$ cat src/rtl/seq_pkg.sv
// Shared types and constants for the serial sync transmitter and its detector.
package seq_pkg;

  typedef enum logic [1:0] {
    StIdle    = 2'd0,
    StSync    = 2'd1,
    StPayload = 2'd2,
    StGap     = 2'd3
  } seq_state_e;

  // Sync word shared with the downstream pattern detector, sent MSB first.
  localparam logic [4:0]  SYNC_PATTERN_DEFAULT = 5'b10010;
  localparam int unsigned SYNC_LEN_DEFAULT     = 5;

  function automatic int unsigned max2(input int unsigned a, input int unsigned b);
    return (a > b) ? a : b;
  endfunction

endpackage

$ cat src/rtl/seq_tx_shreg.sv
// Loadable MSB-first parallel-in / serial-out shift register for the payload.
module seq_tx_shreg
  import seq_pkg::*;
#(
  parameter int unsigned DATA_W = 8
) (
  input  logic              clk,
  input  logic              rst,
  input  logic              load,
  input  logic              shift_en,
  input  logic [DATA_W-1:0] din,
  output logic              sout
);

  logic [DATA_W-1:0] sreg_q;

  // Load wins over shift; the MSB is always the next bit to send.
  always_ff @(posedge clk or posedge rst) begin
    if (rst) begin
      sreg_q <= '0;
    end else if (load) begin
      sreg_q <= din;
    end else if (shift_en) begin
      sreg_q <= sreg_q << 1;
    end
  end

  assign sout = sreg_q[DATA_W-1];

endmodule

$ cat src/rtl/seq_tx.sv
// Serial frame transmitter: sync pattern, MSB-first payload, then forced-zero gap.
module seq_tx
  import seq_pkg::*;
#(
  parameter int unsigned          PAT_LEN    = SYNC_LEN_DEFAULT,
  parameter logic [PAT_LEN-1:0]   PATTERN    = SYNC_PATTERN_DEFAULT,
  parameter int unsigned          DATA_W     = 8,
  parameter int unsigned          GAP_CYCLES = 2
) (
  input  logic              clk,
  input  logic              rst,
  input  logic              start,
  input  logic [DATA_W-1:0] data_in,
  output logic              data_out,
  output logic              bit_valid,
  output logic              busy,
  output logic              done
);

  localparam int unsigned MaxLen  = max2(max2(PAT_LEN, DATA_W), max2(GAP_CYCLES, 1));
  localparam int unsigned CntW    = $clog2(MaxLen) + 1;
  localparam int unsigned GapLen  = (GAP_CYCLES > 0) ? GAP_CYCLES : 1;

  localparam logic [CntW-1:0] SyncLast = CntW'(PAT_LEN - 1);
  localparam logic [CntW-1:0] PayLast  = CntW'(DATA_W - 1);
  localparam logic [CntW-1:0] GapLast  = CntW'(GapLen - 1);

  seq_state_e        state_q, state_d;
  logic [CntW-1:0]   cnt_q, cnt_d;
  logic              data_out_q, data_out_d;
  logic              bit_valid_q, bit_valid_d;
  logic              busy_q, busy_d;
  logic              done_q, done_d;
  logic              load, shift_en, sout;
  logic [PAT_LEN-1:0] pat_next;

  seq_tx_shreg #(
    .DATA_W (DATA_W)
  ) u_shreg (
    .clk      (clk),
    .rst      (rst),
    .load     (load),
    .shift_en (shift_en),
    .din      (data_in),
    .sout     (sout)
  );

  // Next state and next registered outputs; cnt_q indexes the bit currently on the line.
  always_comb begin
    state_d     = state_q;
    cnt_d       = cnt_q;
    data_out_d  = 1'b0;
    bit_valid_d = 1'b0;
    busy_d      = 1'b0;
    done_d      = 1'b0;
    load        = 1'b0;
    shift_en    = 1'b0;
    // Align the next sync bit to the MSB so no variable-width index is needed.
    pat_next    = PATTERN << (cnt_q + 1'b1);

    case (state_q)
      StIdle: begin
        if (start) begin
          load        = 1'b1;
          state_d     = StSync;
          cnt_d       = '0;
          data_out_d  = PATTERN[PAT_LEN-1];
          bit_valid_d = 1'b1;
          busy_d      = 1'b1;
        end
      end

      StSync: begin
        bit_valid_d = 1'b1;
        busy_d      = 1'b1;
        if (cnt_q == SyncLast) begin
          state_d    = StPayload;
          cnt_d      = '0;
          data_out_d = sout;
          shift_en   = 1'b1;
        end else begin
          cnt_d      = cnt_q + 1'b1;
          data_out_d = pat_next[PAT_LEN-1];
        end
      end

      StPayload: begin
        if (cnt_q == PayLast) begin
          cnt_d = '0;
          if (GAP_CYCLES == 0) begin
            state_d = StIdle;
            done_d  = 1'b1;
          end else begin
            state_d = StGap;
            busy_d  = 1'b1;
          end
        end else begin
          cnt_d       = cnt_q + 1'b1;
          data_out_d  = sout;
          shift_en    = 1'b1;
          bit_valid_d = 1'b1;
          busy_d      = 1'b1;
        end
      end

      StGap: begin
        if (cnt_q == GapLast) begin
          state_d = StIdle;
          cnt_d   = '0;
          done_d  = 1'b1;
        end else begin
          cnt_d  = cnt_q + 1'b1;
          busy_d = 1'b1;
        end
      end

      default: begin
        state_d = StIdle;
        cnt_d   = '0;
      end
    endcase
  end

  // State, counter and all outputs are registered; reset abandons any frame in flight.
  always_ff @(posedge clk or posedge rst) begin
    if (rst) begin
      state_q     <= StIdle;
      cnt_q       <= '0;
      data_out_q  <= 1'b0;
      bit_valid_q <= 1'b0;
      busy_q      <= 1'b0;
      done_q      <= 1'b0;
    end else begin
      state_q     <= state_d;
      cnt_q       <= cnt_d;
      data_out_q  <= data_out_d;
      bit_valid_q <= bit_valid_d;
      busy_q      <= busy_d;
      done_q      <= done_d;
    end
  end

  assign data_out  = data_out_q;
  assign bit_valid = bit_valid_q;
  assign busy      = busy_q;
  assign done      = done_q;

endmodule

$ cat config.mk
export PLATFORM = sky130hd
export DESIGN_NAME = seq_tx
export DESIGN_NICKNAME = d
export VERILOG_FILES = /design/src/rtl/seq_pkg.sv /design/src/rtl/seq_tx_shreg.sv /design/src/rtl/seq_tx.sv
export SDC_FILE = /design/constraint.sdc
export NUM_CORES = 1
export LEC_CHECK = 0
export BUFFER_PORTS_ARGS = -buffer_cell sky130_fd_sc_hd__buf_2
export CORE_MARGIN = 2
export CORE_UTILIZATION = 39
export CTS_CLUSTER_SIZE = 10
export DETAILED_ROUTE_END_ITERATION = 8
export GPL_ROUTABILITY_DRIVEN = 0
export SLEW_MARGIN = 20
export SYNTH_ARGS = -nofsm -noshare
export SYNTH_HDL_FRONTEND = slang
export SYNTH_SLANG_ARGS = --single-unit
$ cat constraint.sdc
create_clock -name clk -period 1.8 [get_ports clk]
set_clock_uncertainty 0.1 [all_clocks]
set_input_delay 0.09 -clock clk [delete_from_list [all_inputs] [get_ports clk]]
set_output_delay 0.09 -clock clk [all_outputs]
set_load 0.1 [all_outputs]
# [After elaboration in Yosys (flattened, before gate mapping)]
# Cells that the tools add are included.
[totals] ff_bits=18 latchBits=0 mem_bits_rw=0 rom_bits=0 input_bits=11 out_inout_bits=4 elab_cells=48 n_memories=0
[op_classes] add_sub_neg=1 multipliers=0 n_div=0 order_cmp=0 eq_ne=10 n_shift=1 mux=25 bitwise_logic=0 reduce_logical=4
[op_table] cell="$mux W4" n=4
[op_table] cell="$mux W8" n=2
[op_table] cell="$pmux W4 S4" n=1
[op_table] cell="$mux W1" n=9
[op_table] cell="$pmux W1 S3" n=3
[op_table] cell="$eq A4 B3 Y1 const B" n=2
[op_table] cell="$mux W2" n=4
[op_table] cell="$ne A2 B2 Y1 const B" n=4
[op_table] cell="$pmux W2 S4" n=1
[op_table] cell="$shl A5 B4 Y5 const A" n=1
[op_table] cell="$add A4 B1 Y4 const B" n=1
[op_table] cell="$eq A2 B2 Y1 const B" n=2
[op_table] cell="$eq A4 B1 Y1 const B" n=1
[op_table] cell="$reduce_and A4 Y1" n=1
[op_table] cell="$eq A2 B1 Y1 const B" n=1
[op_table] cell="$logic_not A2 Y1" n=1
[op_table] cell="$pmux W1 S2" n=1
[op_table] cell="$reduce_bool A2 Y1" n=1
[op_table] cell="$reduce_or A2 Y1" n=1

# [Longest topological paths before layout]
# Gate-level depths: netlist of run 1.
[logic_depth] depth_word=5 depth_mapped=6 mapped_depth_nobuf=6

# [Cells and area by module]
# From an unflattened synthesis of run 1, not the netlist that was laid out.
[unflattened] hier_cells=109 area_unflattened_um2=1063.5
[modules_own_cells] mod="seq_tx" instances=1 cells_per_inst=74 area_each_um2=690.7 seq_area_each_um2=250.2
[modules_own_cells] mod="seq_tx_shreg" instances=1 cells_per_inst=35 area_each_um2=372.9 seq_area_each_um2=200.2

# [Worst setup path before layout of run 1]
# No wires, ideal clock.
[synth_timing] path_kind="register -> register" startpoint="register state_q[1]" endpoint="register state_q[1]" setup_ns=0.125 t_arrival_ns=1.619 required_ns=1.575 path_slack_ns=-0.044 stages_incl_launch_ff=7 n_path_buf=0 period_less_slack_ns=1.844 path_cell_list="dfrtp_1 inv_1 ha_1 nor4b_1 a311o_1 and3_4 mux2_4"
[synth_between] elab_chain_len=3 elab_cells_between_ends=10 classes_between="eq/ne: 7; mux: 1; reduce/logical: 2"
[synth_rtl] element="start: declaration" line="seq_tx.sv:28" source="seq_state_e state_q, state_d;"
[synth_rtl] element="start signal: assignment" line="seq_tx.sv:127" source="state_q <= StIdle;"
[synth_rtl] element="start signal: assignment" line="seq_tx.sv:134" source="state_q <= state_d;"
[synth_rtl] element="$eq A2 B2 Y1, or another cell as far along" line="seq_tx.sv:61" source="case (state_q)"
[synth_rtl] element="$ne A2 B2 Y1 (no source line)"
[synth_rtl] element="$reduce_and A4 Y1 (no source line)"
# Parallel ways exist; a longest one is shown, timed or not.
# A chain may end at the register's enable or synchronous reset.

# [Worst setup path after layout of run 1]
# Ends and elaborated chain as after synthesis.

==> metrics.md, run 1 <==
| Metric | Value |
|---|---|
| Syn Inst Count | `110` |
| Gr usage total | `roughly 18%` |
| Crit-path cells | `inv_2 -> ha_4 -> nor2_2 -> a311o_1 -> and3_4 -> mux2_4` |
| Largest net degree at the start of global routing | `19` |
| Max_cap viols | `0` |
| Sw Ratio | `a little over two fifths` |
| Port Buffer Count | `14` |
| Vias per cell | `4.98` |
| TritonCTS clock tree | `yes` |
| Final Hold Fails | `0` |
| Highest net fanout along the worst path | `5` |
| Vias | `936` |
| Psw | `~0.0013 W` |
| Pre-CTS WS | `-0.0661 ns` |
| Chip Height | `56.6 um` |
| Post-DP HPWL | `1750 um` |
| Min Tclk post-route | `approximately 1.8 ns` |
| Fillers | `210` |
| Post-route setup slack | `between 0.001 and 0.0015 ns` |
| Comb pwr share | `66.0%` |
| Setup crit end kind | `register` |
| Number of global-route vias before repair | `a little over 900` |
| Synthesized Nets | `130` |
| Commonest non-fill, non-tap cells in the layout | `20 x buf_4, 16 x dfrtp_1, 14 x nand2_1, 14 x buf_2, 11 x dlygate4sd3_1` |
| Count of state elements after synthesis | `18` |
| Num CTS Buffers | `3` |
| Setup TNS | `0 ns` |
| Leakage | `around 0.73 nW` |
| First-pass GRT wire length | `4400 um` |
| Die area | `3200 um^2` |
| Starting Density | `around 40%` |
| Non-Filler Instances | `188` |
| Register area share after synthesis | `41.8%` |
| Mapped cell area | `between 1000 and 1500 um^2` |
| Ant diodes | `0` |
| H-tree depth | `1` |
| VDD IR-drop max | `0.00123 V` |
| Num Clock Sinks | `18` |
| CP max stage delay | `0.42 ns` |
| P&R area growth vs syn | `47.5%` |
| Worst R2R Setup Slack | `0.001 ns` |
| Worst path slowest cell | `dfrtp_1` |
| Synth area leader | `dfrtp_1` |
| Top cell type's share of synthesized area | `41.8%` |
| Hold WS | `0.309 ns` |
| Site Rows | `19` |
| Syn avg cell area | `9.79 um^2` |
| Leading cell type in the layout, fill and taps excluded | `buf_4` |
| Clk_lat worst skew | `0.31 ns` |
| Relative slew slack | `55.1%` |
| Power Density | `about 1800 nW/um^2` |
| Period utilization | `99.9%` |
| First-iteration detailed-routing DRC count | `20` |
| # DRC | `0` |
| Worst R2R Path Depth | `6` |
| Reg2reg start | `state_q[1]` |
| RSZ-0062 raised after global routing | `yes` |
| Antenna violations before repair | `0` |
| Synth warn | `0` |
| Clock-pin slew on the worst setup and hold paths | `between 0.1 and 0.15 ns` |
| Worst path required time | `1.91 ns` |
| Die width | `approximately 57 um` |
| Final setup viols | `0` |
| Post-route ant nets | `0` |
| Top Ports | `15` |
| Internal power | `0.00162 W` |
| Share of cells above drive strength 1 | `roughly two fifths` |
| WL final | `2550 um` |
| Status | `finished, final reports clean` |
| Final core occ | `59.2%` |
| Max Clock Freq | `0.556 GHz` |
| Worst Tran Pin Value | `~0.67 ns` |
| Wire per inst | `13.5 um` |
| Hold Crit Class | `primary input to asynchronous set/reset pin` |
| Worst Setup SP | `state_q[1]` |
| Crit Reg-Reg Endpoint | `state_q[1]` |
| Drt pass-1 iters | `4` |
| Critical Path End | `state_q[1]` |
| Seq pwr share | `24.9%` |
| Startpoint types | `register` |
| Nets | `178` |
| GRT overflow | `0` |
| Synth unique cells | `35` |
| Clock buffer depth | `2` |
| Ranking of synthesized cells by area | `dfrtp_1 42%, ha_1 10%, mux2i_1 6.5%` |
| Arrival @ worst endpoint | `around 1.9 ns` |
| Placed cell count | `167` |
| Root buffer cell | `clkbuf_4` |
| Clk pwr share | `9.2%` |
| Core area | `2690 um^2` |
| Critical path class | `register to register` |
| Slew Viols, Final | `0` |
[flip-flops by register name (all words and copies together) (netlist names)]
| name | flops |
|---|---|
| state_q | 2 |
| cnt_q | 4 |
| u_shreg.sreg_q | 8 |
| done | 1 |
| bit_valid | 1 |
| busy | 1 |
| data_out | 1 |
[metal layers]
layer  wire length [um]  up-vias  GRT usage (%)  share of wire, %
met4                 32        0           6.12               1.3
met3                 80        2           2.76               3.1
met2               1240       14           29.1                49
met5                  0        -              0                 0
met1               1190      438           23.5                47
li1                   -      482              -                 -
[power by group through the flow]
stage               Clock [W]  Combinational [W]  Sequential, W
floorplan                   0           0.000855       0.000939
global placement            0            0.00161       0.000687
detailed placement          0            0.00164       0.000693
CTS                  0.000265            0.00180       0.000697
global route         0.000290            0.00207       0.000734
finish               0.000263            0.00190       0.000715
[how the worst min path moves through the flow]
stage / end / slack [ns] / depth (start not counted)
floorplan: bit_valid / -0.07 / 1
global placement: cnt_q[2] / 0.13 / 2
detailed placement: done / 0.13 / 2
CTS: cnt_q[2] / 0.35 / 3
global route: cnt_q[2] / 0.37 / 3
finish: done / 0.31 / 3
[Yosys cell counts]
library cell,number
o21ai_0,3
buf_2,1
a22oi_4,1
nor2_1,10
and2_1,1
nand3_1,4
a2bb2oi_1,1
mux2_4,1
and3_4,1
clkbuf_1,1
mux2i_1,7
a311o_1,1
nand3b_1,1
a2111oi_0,1
nor2b_1,2
inv_1,6
nor3_1,1
buf_4,1
o31ai_1,1
a41oi_1,1
and4b_4,1
o211ai_1,2
or3_1,2
xor2_1,1
ha_1,9
nand2b_1,1
nand2_1,14
dfrtp_1,18
a21oi_1,10
or3b_2,1
o22ai_1,1
a21o_1,1
nor4b_1,1
a211o_1,1
mux2_2,1
[per-stage QoR]
step	power [W]	instance area (um^2)
floorplan	0.00179	1090
global placement	0.00230	1300
detailed placement	0.00233	1300
CTS	0.00277	1540
global route	0.00309	1590
finish	0.00287	1590
[timing repair]
item                                    4_1_cts  5_1_grt
gates cloned                                  0        0
endpoints found under the hold margin        27        0
gates resized for setup                      10       12
buffers inserted                              5        1
pin swaps                                     6        4
endpoints found under the setup margin       11       12
hold buffers                                 11        0
[layout make-up]
cell class / count / area [um^2] / area share [%]
multi-input combinational: 83 / 688 / 43.3
inverter: 6 / 22.5 / 1.42
sequential: 18 / 453 / 28.5
tap: 31 / 38.8 / 2.44
timing repair buffer: 46 / 350 / 22.0
clock buffer: 4 / 36.3 / 2.28
[worst max-delay path: cells and delay by family (launching register included)]
kind	cells	cell delay, ns
AND/OR/NAND/NOR	2	0.22
adder cells (fa/ha/maj)	1	0.18
buffers and inverters	1	0.12
flip-flops	1	0.42
multiplexers	1	0.29
AO/OA/AOI/OAI	1	0.36
[kinds of logic after synthesis]
logic type | synth area share [%]
buffers and inverters | 3.60
XOR/XNOR | 0.813
multiplexers | 8.94
AO/OA/AOI/OAI | 15.6
AND/OR/NAND/NOR | 18.8
adder cells (fa/ha/maj) | 10.5
flip-flops | 41.8
Note: power is estimated with default switching activity, not from simulation.
==> run 2: changes to the inputs <==
--- a/config.mk
+++ b/config.mk
@@ -6,11 +6,14 @@
 export NUM_CORES = 1
 export LEC_CHECK = 0
 export BUFFER_PORTS_ARGS = -buffer_cell sky130_fd_sc_hd__buf_2
+export CELL_PAD_IN_SITES_DETAIL_PLACEMENT = 0
+export CELL_PAD_IN_SITES_GLOBAL_PLACEMENT = 2
 export CORE_MARGIN = 2
-export CORE_UTILIZATION = 39
+export CORE_UTILIZATION = 31
 export CTS_CLUSTER_SIZE = 10
 export DETAILED_ROUTE_END_ITERATION = 8
 export GPL_ROUTABILITY_DRIVEN = 0
+export PLACE_DENSITY_LB_ADDON = 0.1
 export SLEW_MARGIN = 20
 export SYNTH_ARGS = -nofsm -noshare
 export SYNTH_HDL_FRONTEND = slang
==> run 2 against run 1 <==
Effect of this change:
- the run now ends with setup timing left
- wire length grew 0.12%
- register-to-register slack lost 0.02 ns
- fmax shrank 1.0%
- critical path type unchanged
- highest routed layer unchanged
==> metrics.md, run 2 (synthesis results as in run 1) <==
| Metric | Value |
|---|---|
| Max_cap viols | `0 (unchanged)` |
| First-pass GRT wire length | `4300 um (was 4400 um)` |
| Setup TNS | `-0.0195 ns (was 0 ns)` |
| Gr usage total | `13.3% (was 17.7%)` |
| Final total power | `0.00298 W (was 0.00287 W)` |
| Worst path required time | `1.90 ns (was 1.91 ns)` |
| Relative slew slack | `52.2% (was 55.1%)` |
| Nets | `181 (was 178)` |
| Highest net fanout along the worst path | `4 (was 5)` |
| Arrival @ worst endpoint | `1.91 ns (was 1.90 ns)` |
| P&R area growth vs syn | `56.6% (was 47.5%)` |
| Die area | `3960 um^2 (was 3200 um^2)` |
| Hold Crit Class | `primary input to asynchronous set/reset pin (unchanged)` |
| Hold WS | `0.337 ns (was 0.309 ns)` |
| Site Rows | `21 (was 19)` |
| Root buffer cell | `clkbuf_4 (unchanged)` |
| Post-route setup slack | `-0.0170 ns (was 0.00137 ns)` |
| Register area | `454 um^2 (was 453 um^2)` |
| Max FFs per register | `8 (unchanged)` |
| WL final | `2550 um (about the same)` |
| Share of cells above drive strength 1 | `41.9% (was 39.5%)` |
| Status | `complete, but fails checks (was finished, final reports clean)` |
| Gr busiest metal | `met2 (unchanged)` |
| Commonest non-fill, non-tap cells in the layout | `20 x buf_4, 15 x dfrtp_1, 14 x buf_2, 13 x nand2_1, 11 x dlygate4sd3_1 (was 20 x buf_4, 16 x dfrtp_1, 14 x nand2_1, 14 x buf_2, 11 x dlygate4sd3_1)` |
| Met1 Track Usage GR | `17.9% (was 23.5%)` |
| Leading cell type in the layout, fill and taps excluded | `buf_4 (unchanged)` |
| Largest registers | `u_shreg.sreg_q: 8 flops, cnt_q: 4 flops, state_q: 2 flops (unchanged)` |
| Port Buffer Count | `14 (unchanged)` |
| Antenna violations before repair | `0 (unchanged)` |
| Period utilization | `101% (was 99.9%)` |
| Post-route ant nets | `0 (unchanged)` |
| RSZ-0062 raised after global routing | `yes (unchanged)` |
| Core area | `3340 um^2 (was 2690 um^2)` |
| Clock buffer depth | `2 (unchanged)` |
| H-tree depth | `1 (unchanged)` |
| Clk_lat worst skew | `0.30 ns (was 0.31 ns)` |
| Worst Tran Pin Value | `0.716 ns (was 0.673 ns)` |
| Die width | `63.0 um (was 56.6 um)` |
| Slew Viols, Final | `0 (unchanged)` |
| GRT overflow | `0 (unchanged)` |
| Psw | `0.00128 W (was 0.00126 W)` |
| Largest net degree at the start of global routing | `19 (unchanged)` |
| Comb pwr share | `67.0% (was 66.0%)` |
| Clock-pin slew on the worst setup and hold paths | `0.12 ns (was 0.11 ns)` |
| Pre-CTS WS | `-0.0425 ns (was -0.0661 ns)` |
| Reg2reg start | `cnt_q[1] (was state_q[1])` |
| Ant diodes | `0 (unchanged)` |
| VDD IR-drop max | `0.000981 V (was 0.00123 V)` |
| Max Clock Freq | `0.550 GHz (was 0.556 GHz)` |
| Failing checks | `setup timing` |
| TritonCTS clock tree | `yes (unchanged)` |
| Number of global-route vias before repair | `934 (unchanged)` |
| Sw Ratio | `42.9% (was 43.7%)` |
| Vias | `947 (was 936)` |
| Critical path class | `register to register (unchanged)` |
| Chip Height | `63.0 um (was 56.6 um)` |
| Startpoint types | `register (unchanged)` |
| Num CTS Buffers | `3 (unchanged)` |
| Met2 usage | `22.2% (was 29.1%)` |
| Starting Density | `32.3% (was 40.1%)` |
| Fillers | `320 (was 210)` |
| First-iteration detailed-routing DRC count | `13 (was 20)` |
| Clk pwr share | `8.7% (was 9.2%)` |
| Final setup viols | `2 (was 0)` |
| Worst Setup SP | `cnt_q[1] (was state_q[1])` |
| Largest register by flop count | `u_shreg.sreg_q (unchanged)` |
| Power Density | `1770 nW/um^2 (was 1810 nW/um^2)` |
| Num Clock Sinks | `18 (unchanged)` |
| Final Hold Fails | `0 (unchanged)` |
| Top Ports | `15 (unchanged)` |
| Leakage | `0.758 nW (was 0.731 nW)` |
| Drt pass-1 iters | `4 (unchanged)` |
| Setup crit end kind | `register (unchanged)` |
| Vias per cell | `4.60 (was 4.98)` |
| Wire per inst | `12.4 um (was 13.5 um)` |
| Final core occ | `50.5% (was 59.2%)` |
| Internal power | `0.00170 W (was 0.00162 W)` |
| # DRC | `0 (unchanged)` |
| Footprint of the multi-input gates | `721 um^2 (was 688 um^2)` |
| Min Tclk post-route | `1.82 ns (was 1.80 ns)` |
| Post-DP HPWL | `1810 um (was 1750 um)` |
| Seq pwr share | `24.3% (was 24.9%)` |
| GRT met3 Usage | `2.16% (was 2.76%)` |
run 2: power groups by stage:
stage	Combinational (W)	Sequential, W	Clock, W
2_1_floorplan	0.000855	0.000939	0
3_3_place_gp	0.00164	0.000690	0
3_5_place_dp	0.00166	0.000697	0
4_1_cts	0.00172	0.000698	0.000269
5_1_grt	0.00217	0.000751	0.000290
6_report	0.00200	0.000724	0.000258
run 2: path summary, 6_finish.rpt:
path | slack [ns] | to | cells past startpoint
min | 0.34 | done | 3
max | -0.02 | state_q[1] | 6
max reg2reg | -0.02 | state_q[1] | 6
min in group clk | 0.42 | u_shreg.sreg_q[0] | 2
min reg2reg | 0.42 | u_shreg.sreg_q[0] | 2
max in group asynchronous | 0.77 | state_q[0] | 3
run 2: layer usage:
metal / vias up / wire length [um]
li1: 484 / -
met5: - / 0
met1: 452 / 1300
met2: 9 / 1180
met3: 2 / 47
met4: 0 / 19
run 2: final cells by class:
cell class	instances	share of cell area (%)
clock buffers	4	2.15
multi-input cells	83	42.7
well taps	46	3.41
inverters	6	1.48
repair buffers	49	23.3
flip-flops and latches	18	26.9
run 2: per-stage QoR:
| step | cell area (um^2) | cells |
|---|---|---|
| floorplan | 1090 | 110 |
| global placement | 1340 | 183 |
| detailed placement | 1340 | 183 |
| CTS | 1510 | 199 |
| global route | 1690 | 206 |
| finish | 1690 | 206 |
run 2: worst max-delay path: stages, from the launching register on:
cell     delay (ns)
dfrtp_1        0.43
inv_2          0.09
ha_4           0.17
nor4b_4        0.12
a311o_1        0.35
and3_4         0.17
mux2_4         0.28
run 2: repair_timing:
action | 4_1_cts | 5_1_grt
setup buffers | 1 | 7
hold buffers | 11 | 0
endpoints found under the hold margin | 27 | 0
pin swaps | 0 | 14
endpoints found under the setup margin | 13 | 14
gates resized for setup | 7 | 23
